## src/rtl/msf_time_loader.sv

```systemverilog
// Loads decoded MSF hour/minute frames into a six-digit clock at the next minute mark,
// forwards second ticks as increment strobes and tracks whether minute marks keep arriving.
module msf_time_loader #(
  parameter int TIMEOUT = 120
) (
  input  logic       clk_i,
  input  logic       rst_ni,
  input  logic       tick_i,
  input  logic       minute_mark_i,
  input  logic       frame_valid_i,
  output logic       frame_ready_o,
  input  logic [1:0] frame_hour_tens_i,
  input  logic [3:0] frame_hour_units_i,
  input  logic [2:0] frame_min_tens_i,
  input  logic [3:0] frame_min_units_i,
  output logic       inc_o,
  output logic       load_o,
  output logic [1:0] ld_hour_tens_o,
  output logic [3:0] ld_hour_units_o,
  output logic [2:0] ld_min_tens_o,
  output logic [3:0] ld_min_units_o,
  output logic       synced_o,
  output logic       err_o,
  output logic [1:0] dbg_state_o,
  output logic [6:0] dbg_tick_cnt_o
);

  localparam logic [1:0] ST_IDLE  = 2'd0;
  localparam logic [1:0] ST_ARMED = 2'd1;
  localparam logic [1:0] ST_LOAD  = 2'd2;
  localparam logic [6:0] TMO      = 7'(TIMEOUT);

  logic [1:0] state_q;
  logic [1:0] hold_ht_q;
  logic [3:0] hold_hu_q;
  logic [2:0] hold_mt_q;
  logic [3:0] hold_mu_q;
  logic       pending_q;
  logic [6:0] cnt_q;

  logic hours_ok;
  logic frame_ok;
  logic accept;
  logic take_frame;
  logic load_set;
  logic cnt_hits;

  // Handshake: a frame transfers on any posedge where frame_valid_i && frame_ready_o;
  // ready is a pure function of state and reset and never depends on valid.
  assign frame_ready_o = rst_ni && (state_q != ST_LOAD);
  assign accept        = frame_valid_i && frame_ready_o;

  assign hours_ok = (frame_hour_tens_i < 2'd2) ||
                    ((frame_hour_tens_i == 2'd2) && (frame_hour_units_i <= 4'd3));
  assign frame_ok = hours_ok && (frame_hour_units_i <= 4'd9) &&
                    (frame_min_tens_i <= 3'd5) && (frame_min_units_i <= 4'd9);

  assign take_frame = accept && frame_ok;
  assign load_set   = (state_q == ST_ARMED) && minute_mark_i;
  assign cnt_hits   = tick_i && !minute_mark_i && (cnt_q == TMO - 7'd1);

  assign dbg_state_o    = state_q;
  assign dbg_tick_cnt_o = cnt_q;

  // FSM, holding register and load outputs. The ld_* registers sample the holding
  // register before it is overwritten, so a frame arriving with the mark loads the old time.
  always_ff @(posedge clk_i) begin
    if (!rst_ni) begin
      state_q         <= ST_IDLE;
      hold_ht_q       <= '0;
      hold_hu_q       <= '0;
      hold_mt_q       <= '0;
      hold_mu_q       <= '0;
      pending_q       <= 1'b0;
      ld_hour_tens_o  <= '0;
      ld_hour_units_o <= '0;
      ld_min_tens_o   <= '0;
      ld_min_units_o  <= '0;
      load_o          <= 1'b0;
      inc_o           <= 1'b0;
      err_o           <= 1'b0;
    end else begin
      err_o  <= accept && !frame_ok;
      load_o <= load_set;
      inc_o  <= tick_i && !load_set;

      if (take_frame) begin
        hold_ht_q <= frame_hour_tens_i;
        hold_hu_q <= frame_hour_units_i;
        hold_mt_q <= frame_min_tens_i;
        hold_mu_q <= frame_min_units_i;
      end

      case (state_q)
        ST_IDLE: begin
          if (take_frame) state_q <= ST_ARMED;
        end
        ST_ARMED: begin
          if (minute_mark_i) begin
            ld_hour_tens_o  <= hold_ht_q;
            ld_hour_units_o <= hold_hu_q;
            ld_min_tens_o   <= hold_mt_q;
            ld_min_units_o  <= hold_mu_q;
            pending_q       <= take_frame;
            state_q         <= ST_LOAD;
          end
        end
        ST_LOAD: begin
          state_q   <= pending_q ? ST_ARMED : ST_IDLE;
          pending_q <= 1'b0;
        end
        default: begin
          state_q   <= ST_IDLE;
          pending_q <= 1'b0;
        end
      endcase
    end
  end

  // Seconds since the last minute mark, saturating; losing the marks drops sync.
  always_ff @(posedge clk_i) begin
    if (!rst_ni) begin
      cnt_q    <= '0;
      synced_o <= 1'b0;
    end else begin
      if (minute_mark_i) begin
        cnt_q <= '0;
      end else if (tick_i && (cnt_q != TMO)) begin
        cnt_q <= cnt_q + 7'd1;
      end

      if (load_set) begin
        synced_o <= 1'b1;
      end else if (cnt_hits) begin
        synced_o <= 1'b0;
      end
    end
  end

endmodule
```

## config.mk

```make
export PLATFORM = sky130hd
export DESIGN_NAME = msf_time_loader
export DESIGN_NICKNAME = d
export VERILOG_FILES = /design/src/rtl/msf_time_loader.sv
export SDC_FILE = /design/constraint.sdc
export NUM_CORES = 1
export LEC_CHECK = 0
export BUFFER_PORTS_ARGS = -buffer_cell sky130_fd_sc_hd__buf_4
export CAP_MARGIN = 25
export CORE_AREA = 2 2 59 61
export CTS_CLUSTER_DIAMETER = 120
export DETAILED_ROUTE_END_ITERATION = 8
export DIE_AREA = 0 0 61 63
export PLACE_DENSITY_LB_ADDON = 0.1
export SLEW_MARGIN = 10
export SYNTH_ARGS = -nofsm -noshare
export SYNTH_HDL_FRONTEND = slang
export SYNTH_SLANG_ARGS = --single-unit
```

## constraint.sdc

```tcl
create_clock -name clk_i -period 3.8 [get_ports clk_i]
set_input_delay 0.38 -clock clk_i [delete_from_list [all_inputs] [get_ports clk_i]]
set_output_delay 0.38 -clock clk_i [all_outputs]
set_load 0.02 [all_outputs]
```

# Word level (Yosys, flattened, before mapping)
# Cells that the tools add are included.
dict set report totals {
  regBits 40
}
dict set report classes {
  magnitude_cmp 5
  n_eq_ne 8
  n_addsub 1
  n_mux 8
  n_reduce_logical 23
  n_bitwise 2
}
# op count
set op_table {}
lappend op_table {{logical AND 1 bit} 13}
lappend op_table {{<= comparator 4 bit (second input constant)} 2}
lappend op_table {{adder 7 x 1 -> 7 bit (second input constant)} 1}
lappend op_table {{equality test 7 bit (second input constant)} 1}
lappend op_table {{inequality test 7 bit (second input constant)} 1}
lappend op_table {{inequality test 2 bit (second input constant)} 3}
lappend op_table {{case mux 2 bit (3 select lines)} 1}
lappend op_table {{AND reduction 2 bit} 3}
lappend op_table {{equality test 2 bit (second input constant)} 2}
lappend op_table {{<= comparator 4 x 2 -> 1 bit (second input constant)} 1}
lappend op_table {{two-way mux 1 bit} 4}
lappend op_table {{two-way mux 2 bit} 2}
lappend op_table {{<= comparator 3 bit (second input constant)} 1}
lappend op_table {{zero test 1 bit} 3}
lappend op_table {{equality test 2 x 1 -> 1 bit (second input constant)} 1}
lappend op_table {{zero test 2 bit} 1}
lappend op_table {{less-than comparator 2 bit (second input constant)} 1}
lappend op_table {{inverter 1 bit} 2}
lappend op_table {{case mux 1 bit (2 select lines)} 1}
lappend op_table {{nonzero test 2 bit} 1}
lappend op_table {{OR reduction 2 bit} 1}
lappend op_table {{logical OR 1 bit} 1}

# Depth between registers and ports, before layout
# Gate-level depths: netlist (run 1).
dict set report depth {
  ltp_word 9
  ltp_mapped 6
  mapped_depth_nobuf 6
}

# Least setup slack after synthesis (run 1)
# OpenSTA, ideal clock, no wires.
dict set report synth_timing {
  path_kind {input -> output}
  start {in rst_ni}
  end {out frame_ready_o}
  path_slack_ns 2.232
  path_stages 3
  t_required_ns 3.420
  arrival_ns 1.188
  path_cell_list {buf_2 buf_1 nor2b_1}
}
dict set report synth_between {
  elab_chain_cells 1
}
# element line
set synth_rtl {}
lappend synth_rtl {{start: declaration} 7} ;# input logic rst_ni,
lappend synth_rtl {{logical AND 1 bit} 50} ;# assign frame_ready_o = rst_ni && (state_q != ST_LOAD);
lappend synth_rtl {{end: declaration} 11} ;# output logic frame_ready_o,
# Every way passes these cells.

# Worst setup path after layout (run 1)
dict set report layout_timing {
  start {reg state_q[1], in the netlist dbg_state_o[1]}
  end {out frame_ready_o}
}
dict set report layout_between {
  elab_chain_cells 2
}
# element line
set layout_rtl {}
lappend layout_rtl {{start: declaration} 33} ;# logic [1:0] state_q;
lappend layout_rtl {{start signal: assignment} 109} ;# state_q <= pending_q ? ST_ARMED : ST_IDLE;
lappend layout_rtl {{inequality test 2 bit} 50}
lappend layout_rtl {{logical AND 1 bit} 50}
# Every way passes these cells.

==> run_results.csv, run 1 <==
group,metric,value,unit
status,outcome,"finished clean",
synthesis,synth_ff_type,"dfxtp_1",
critical_path,path_cells,"nor2b_4 > nor2b_1 > buf_4",
placed_design,dp_hpwl,2.31,mm
global_routing,grtUsageTotal,18.7,%
sta,worst_slew_pin_slew,0.697,ns
synthesis,yosysUniqueCellTypes,35,
synthesis,async_flop_share,0,%
clock_network,cts_tree,"built",
finish,drive_gt1_share,27.6,%
routing,first_iter_violations,43,
placed_design,port_buffers,44,
synthesis,synth_edf_count,0,
finish,fin_area,1920,um^2
min_path,hold_class,"in -> reg",
global_routing,antenna_found_initial,0,
routing,drtPass1Iterations,4,
floorplanning,start_util,46.8,%
global_routing,grt_pass1_vias,1218,
global_routing,grt_overflow,0,
critical_path,cp_slowest_cell,"dfxtp_1",
routing,finalWirelength,3.22,mm
clock_network,cts_buffers,5,
sta,final-setup-viol-count,0,
finish,nFillCells,299,
pwr,p_leak,0.783,nW
sta,timing_hold_violations_final,0,
sta,period_share,42.6,%
global_routing,met2_usage,28.2,%
pwr,power.density,373,nW/um^2
flow_run,maxCapViolCount,0,
sta,worst_slack,2.18,ns
floorplanning,io-pin-count,45,
finish,fin_util,59.4,%
sta,fmax,0.617,GHz
finish,seq_area,801,um^2
critical_path,critPathLaunchType,"flop",
placed_design,pre_cts_ws,2.03,ns
floorplanning,core_area,3230,um^2
critical_path,critPathKind,"reg -> out",
synthesis,synth_commonest_cells,"dfxtp_1 (40), nand2_1 (21), a22o_1 (14), nand3_1 (14), o21ai_1 (10)",
clock_network,clk_root_buffer_cell,"clkbuf_4",
clock_network,clockBufferDepth,2,
critical_path,worstPathRequired,3.42,ns
synthesis,synth.top_cell.area_share,52.9,%
critical_path,cp.arrival,1.24,ns
routing,antenna_left,0,
clock_network,cts.repair.resized,0,
clock_network,holdBufCountCts,0,
synthesis,synth.cell_area,1510,um^2
sta,fin_tns_setup,0,ns
clock_network,clkTransAtPathRegs,0.10,ns
global_routing,grt_max_degree,22,
synthesis,synthCells,158,
synthesis,syn_nets,178,
clock_network,h-tree-depth,2,
finish,multi_input_area,662,um^2
sta,period_needed,1.62,ns
synthesis,yosysSeqAreaShare,52.9,%
synthesis,ys_warn_count,0,
synthesis,synth_most_common_cell,"dfxtp_1",
finish,area_growth,26.9,%
critical_path,cp_top_family,"flip-flops",
global_routing,grt.busiest_layer,"met2",
critical_path,end_kind,"output pin",
clock_network,clkSinkCount,40,
placed_design,dpl_cell_area,1860,um^2
critical_path,max_stage_delay,0.44,ns
global_routing,use_met3,4.97,%
placed_design,place_congestion,0.777,
pwr,power.total,0.716,mW
synthesis,yosysTopAreaCell,"dfxtp_1",
clock_network,cts_setup_buffers,0,
floorplanning,die-area,3840,um^2
floorplanning,rows,21,
synthesis,synth_area_leaders,"dfxtp_1 (53%), a22o_1 (8.1%), nand2_1 (5.2%)",
global_routing,use_met1,23.7,%
synthesis,postSynthAreaPerCell,9.58,um^2
routing,avgRoutedWirePerCell,12.9,um
synthesis,ys_ff_latch,40,
global_routing,grt_pass1_wl,5.37,mm
routing,via_per_inst,5.32,
clock_network,insertion_delay,0.35,ns
critical_path,critPathBufInv,1,
sta,clock_skew,0.00502,ns
finish,nets,222,
critical_path,path_max_fanout,6,
floorplanning,die_width,61,um
routing,vias,1325,
pwr,ir_drop,0.000231,V
floorplanning,die_h,63,um
sta,drv_slew,0,
routing,route.detailed.drc,0,
finish,diodes,0,
sta,max-slew-margin-rel,53.5,%
sta,rsz0062_at_grt,"false",
==> sequential cells by signal, indices dropped and copies added (netlist names), 2 cells and up <==
name and cells:
dbg_state_o 2, dbg_tick_cnt_o 7, hold_ht_q 2, hold_hu_q 4, hold_mt_q 3, hold_mu_q 4, ld_hour_tens_o 2, ld_hour_units_o 4
ld_min_tens_o 3, ld_min_units_o 4
==> through the flow <==
step	std cells	hold WS, ns
floorplan	158	0.428
global placement	241	0.442
detailed placement	241	0.447
CTS	249	0.246
global route	249	0.238
finish	249	0.257
==> final timing paths <==
path	startpoint	to	slack (ns)	cells after the start
hold reg to reg	hold_ht_q[1]	hold_ht_q[1]	0.46	2
setup / recovery	dbg_state_o[1]	frame_ready_o	2.18	3
hold / removal	frame_min_tens_i[0]	hold_mt_q[0]	0.26	3
setup reg to reg	dbg_state_o[0]	pending_q	2.26	3
==> final cells by class <==
| type | count | area share (%) |
|---|---|---|
| Sequential cell | 40 | 41.7 |
| Multi-Input combinational cell | 108 | 34.5 |
| Timing Repair Buffer | 44 | 17.2 |
| Clock buffer | 8 | 3.06 |
| Tap cell | 46 | 3.00 |
| Inverter | 3 | 0.586 |
==> routing by layer <==
| layer | vias to the layer above | share of wire, % |
|---|---|---|
| met5 | - | 0 |
| met4 | 0 | 2.4 |
| met3 | 8 | 5.9 |
| met2 | 46 | 48 |
| met1 | 618 | 44 |
| li1 | 653 | - |
==> logic make-up (layout without fill, tap and decap cells) <==
logic type	Yosys count	after routing	share of synthesized area (%)
AND/OR/NAND/NOR	60	60	20.0
AO/OA/AOI/OAI	42	42	19.7
flip-flops	40	40	52.9
buffers and inverters	10	55	3.39
XOR/XNOR	3	3	1.74
adder cells (fa/ha/maj)	2	2	1.65
multiplexers	1	1	0.661
==> cell usage in the layout, fill, tap and decap left out, types with 2 or more instances in the layout <==
cell type   n
a21oi_1     4
xor2_1      2
nand2b_1    2
o21ai_1    10
dfxtp_1    40
nand3_1    14
clkbuf_4    5
ha_1        2
nor2_1      8
nor3_1      2
or3_1       2
nand4_1     4
o21ai_0     6
clkbuf_1    2
a22o_1     14
inv_1       3
nand2_1    21
buf_4      44
==> worst register-to-register path: cells and delay by family, from the launching register on <==
kind            cells  cell delay, ns
flops               1            0.49
simple gates        2            0.73
compound gates      1            0.26
==> power by group <==
part | internal [mW] | leakage, nW | switching [mW] | total (mW)
logic | 0.0276 | 0.427 | 0.0364 | 0.0640
clock network | 0.0913 | 0.0326 | 0.128 | 0.220
registers | 0.427 | 0.324 | 0.00527 | 0.433
No activity file was read; power rests on OpenSTA's default activity.
==> run 2: changes to the inputs <==
Settings changed: ABC_AREA set to 1, CORE_AREA 2 2 59 61 to 2 2 65 67, DIE_AREA 0 0 61 63 to 0 0 67 69.
Clock period 3.8 ns to 1.4 ns, I/O delays scaled along.
==> run_results.csv, run 2 <==
group,metric,value,unit
status,outcome,"finished clean",
clock_network,cts_tree,"built",
routing,drtPass1Iterations,4,
global_routing,grt_pass1_vias,1583,
sta,max-slew-margin-rel,70.5,%
clock_network,clockBufferDepth,2,
placed_design,place_congestion,0.807,
synthesis,async_flop_share,0,%
synthesis,postSynthAreaPerCell,6.93,um^2
min_path,hold_start,"rst_ni",
finish,diodes,0,
routing,first_iter_violations,115,
sta,period_needed,1.32,ns
finish,drive_gt1_share,24.8,%
sta,fin_tns_setup,0,ns
critical_path,cp.arrival,1.18,ns
critical_path,worstPathRequired,1.26,ns
finish,final_common_cell,"nand2_1",
routing,avgRoutedWirePerCell,11.4,um
pwr,ir_drop,0.000539,V
synthesis,yosysSeqAreaShare,46.2,%
routing,route.detailed.drc,0,
routing,antenna_left,0,
routing,vias,1717,
critical_path,cp-endpoint,"frame_ready_o",
clock_network,cts_buffers,5,
finish,layout_common_cells,"nand2_1 (64), buf_4 (56), dfxtp_1 (38)",
placed_design,dp_hpwl,2.97,mm
clock_network,cts_setup_buffers,0,
floorplanning,die_width,67,um
routing,finalWirelength,4.06,mm
synthesis,synth.cell_area,1730,um^2
global_routing,grt_pass1_wl,6.80,mm
synthesis,synth_edf_count,0,
routing,via_per_inst,4.81,
finish,final_cells,357,
clock_network,h-tree-depth,2,
synthesis,ys_ff_latch,40,
placed_design,port_buffers,44,
placed_design,dpl_cell_area,2200,um^2
sta,fmax,0.756,GHz
global_routing,grt_overflow,0,
synthesis,syn_nets,270,
pwr,p_leak,1.17,nW
finish,area_growth,35.8,%
floorplanning,io-pin-count,45,
clock_network,clkTransAtPathRegs,0.08,ns
sta,timing_hold_violations_final,0,
critical_path,rr_endpoint,"dbg_tick_cnt_o[4]",
critical_path,reg2reg_slack,0.08,ns
sta,worst_slew_pin_slew,0.441,ns
synthesis,synth_ff_type,"dfxtp_1",
synthesis,yosysUniqueCellTypes,22,
min_path,worstHoldPathCells,3,
clock_network,clk_root_buffer_cell,"clkbuf_8",
synthesis,synth.top_cell.area_share,46.2,%
synthesis,yosysTopAreaCell,"dfxtp_1",
floorplanning,die-area,4620,um^2
sta,final-setup-viol-count,0,
min_path,hold_class,"in -> reg",
synthesis,synth_commonest_cells,"nand2_1 (64), dfxtp_1 (40), nor2_1 (40), inv_1 (35), nand3_1 (20)",
pwr,power.total,2.41,mW
clock_network,clkSinkCount,40,
floorplanning,start_util,44.2,%
finish,largest_register_ffs,7,
sta,drv_slew,0,
sta,clock_skew,0.00518,ns
synthesis,ys_warn_count,0,
flow_run,maxCapViolCount,0,
floorplanning,die_h,69,um
synthesis,synthCells,250,
critical_path,critPathLaunchType,"flop",
floorplanning,rows,23,
critical_path,path_max_fanout,4,
critical_path,critPathKind,"reg -> out",
critical_path,end_kind,"output pin",
synthesis,synth_most_common_cell,"nand2_1",
placed_design,dp.cells,348,
finish,fin_area,2350,um^2
global_routing,grtUsageTotal,18.9,%
critical_path,r2r_cells,8,
sta,period_share,94.4,%
global_routing,antenna_found_initial,0,
floorplanning,core_area,3910,um^2
critical_path,critPathLaunch,"dbg_state_o[1]",
clock_network,insertion_delay,0.29,ns
sta,rsz0062_at_grt,"true",
global_routing,grt_max_degree,30,
pwr,power.density,1020,nW/um^2
synthesis,synth_area_leaders,"dfxtp_1 (46%), nand2_1 (14%), nor2_1 (8.7%)",
critical_path,reg2reg_from,"dbg_tick_cnt_o[1]",
finish,nets,326,
==> run 2: power breakdown <==
part	switching [mW]	leakage, nW	internal (mW)	total, mW
clock	0.394	0.0645	0.629	1.02
combinational	0.126	0.780	0.0921	0.219
sequential	0.00972	0.324	1.16	1.17
total	0.530	1.17	1.88	2.41
==> run 2: worst min-delay path by stage <==
stage | to | slack (ns)
2_1_floorplan | inc_o | 0.29
3_3_place_gp | inc_o | 0.40
3_5_place_dp | inc_o | 0.41
4_1_cts | inc_o | 0.1
5_1_grt | dbg_state_o[0] | 0.16
6_report | dbg_state_o[0] | 0.14
==> run 2: cells by family after synthesis <==
logic type / after synthesis / share of synthesized area [%]
compound gates: 16 / 4.77
fa+ha+maj: 2 / 1.44
buf+inv: 46 / 10.3
flops: 40 / 46.2
simple gates: 146 / 37.2
==> run 2: critical path: stages (launching register included) <==
cell and delay (ns):
dfxtp_1 0.39, inv_1 0.09, nor2_2 0.18, nor2_1 0.07, buf_4 0.16
==> run 2: cell type report <==
| cell class | count | area [um^2] |
|---|---|---|
| multi-input combinational | 165 | 779 |
| tap | 50 | 62.6 |
| clock buffer | 7 | 96.3 |
| inverter | 37 | 139 |
| fill | 427 | 1560 |
| timing repair buffer | 57 | 440 |
| sequential | 40 | 803 |
| clock inverter | 1 | 30.0 |
==> run 2: metrics by stage <==
stage	util, %	hold WS [ns]	worst slack, ns
3_5_place_dp	56.2	0.411	0.0228
3_3_place_gp	56.2	0.405	0.0583
2_1_floorplan	-	0.290	0.00143
4_1_cts	59.5	0.0997	0.00629
5_1_grt	60.1	0.161	-0.0299
6_report	60.1	0.142	0.0777
==> run 2: per-layer routing <==
metal | track usage [%] | wire length, um | part of all wire, % | vias to the layer above
li1 | - | - | - | 894
met1 | 23.9 | 1880 | 46 | 770
met2 | 29.8 | 1900 | 47 | 43
met3 | 5.06 | 199 | 4.9 | 10
met4 | 7.71 | 84 | 2.1 | 0
met5 | 0 | 0 | 0 | -
==> run 2: repair_timing <==
item                       in CTS  in global routing
cloned                          0                  1
hold endpoints to repair        0                  0
hold buffers                    0                  0
setup endpoints to repair       1                  7
pin swaps                       0                  4
resized for setup               1                  5
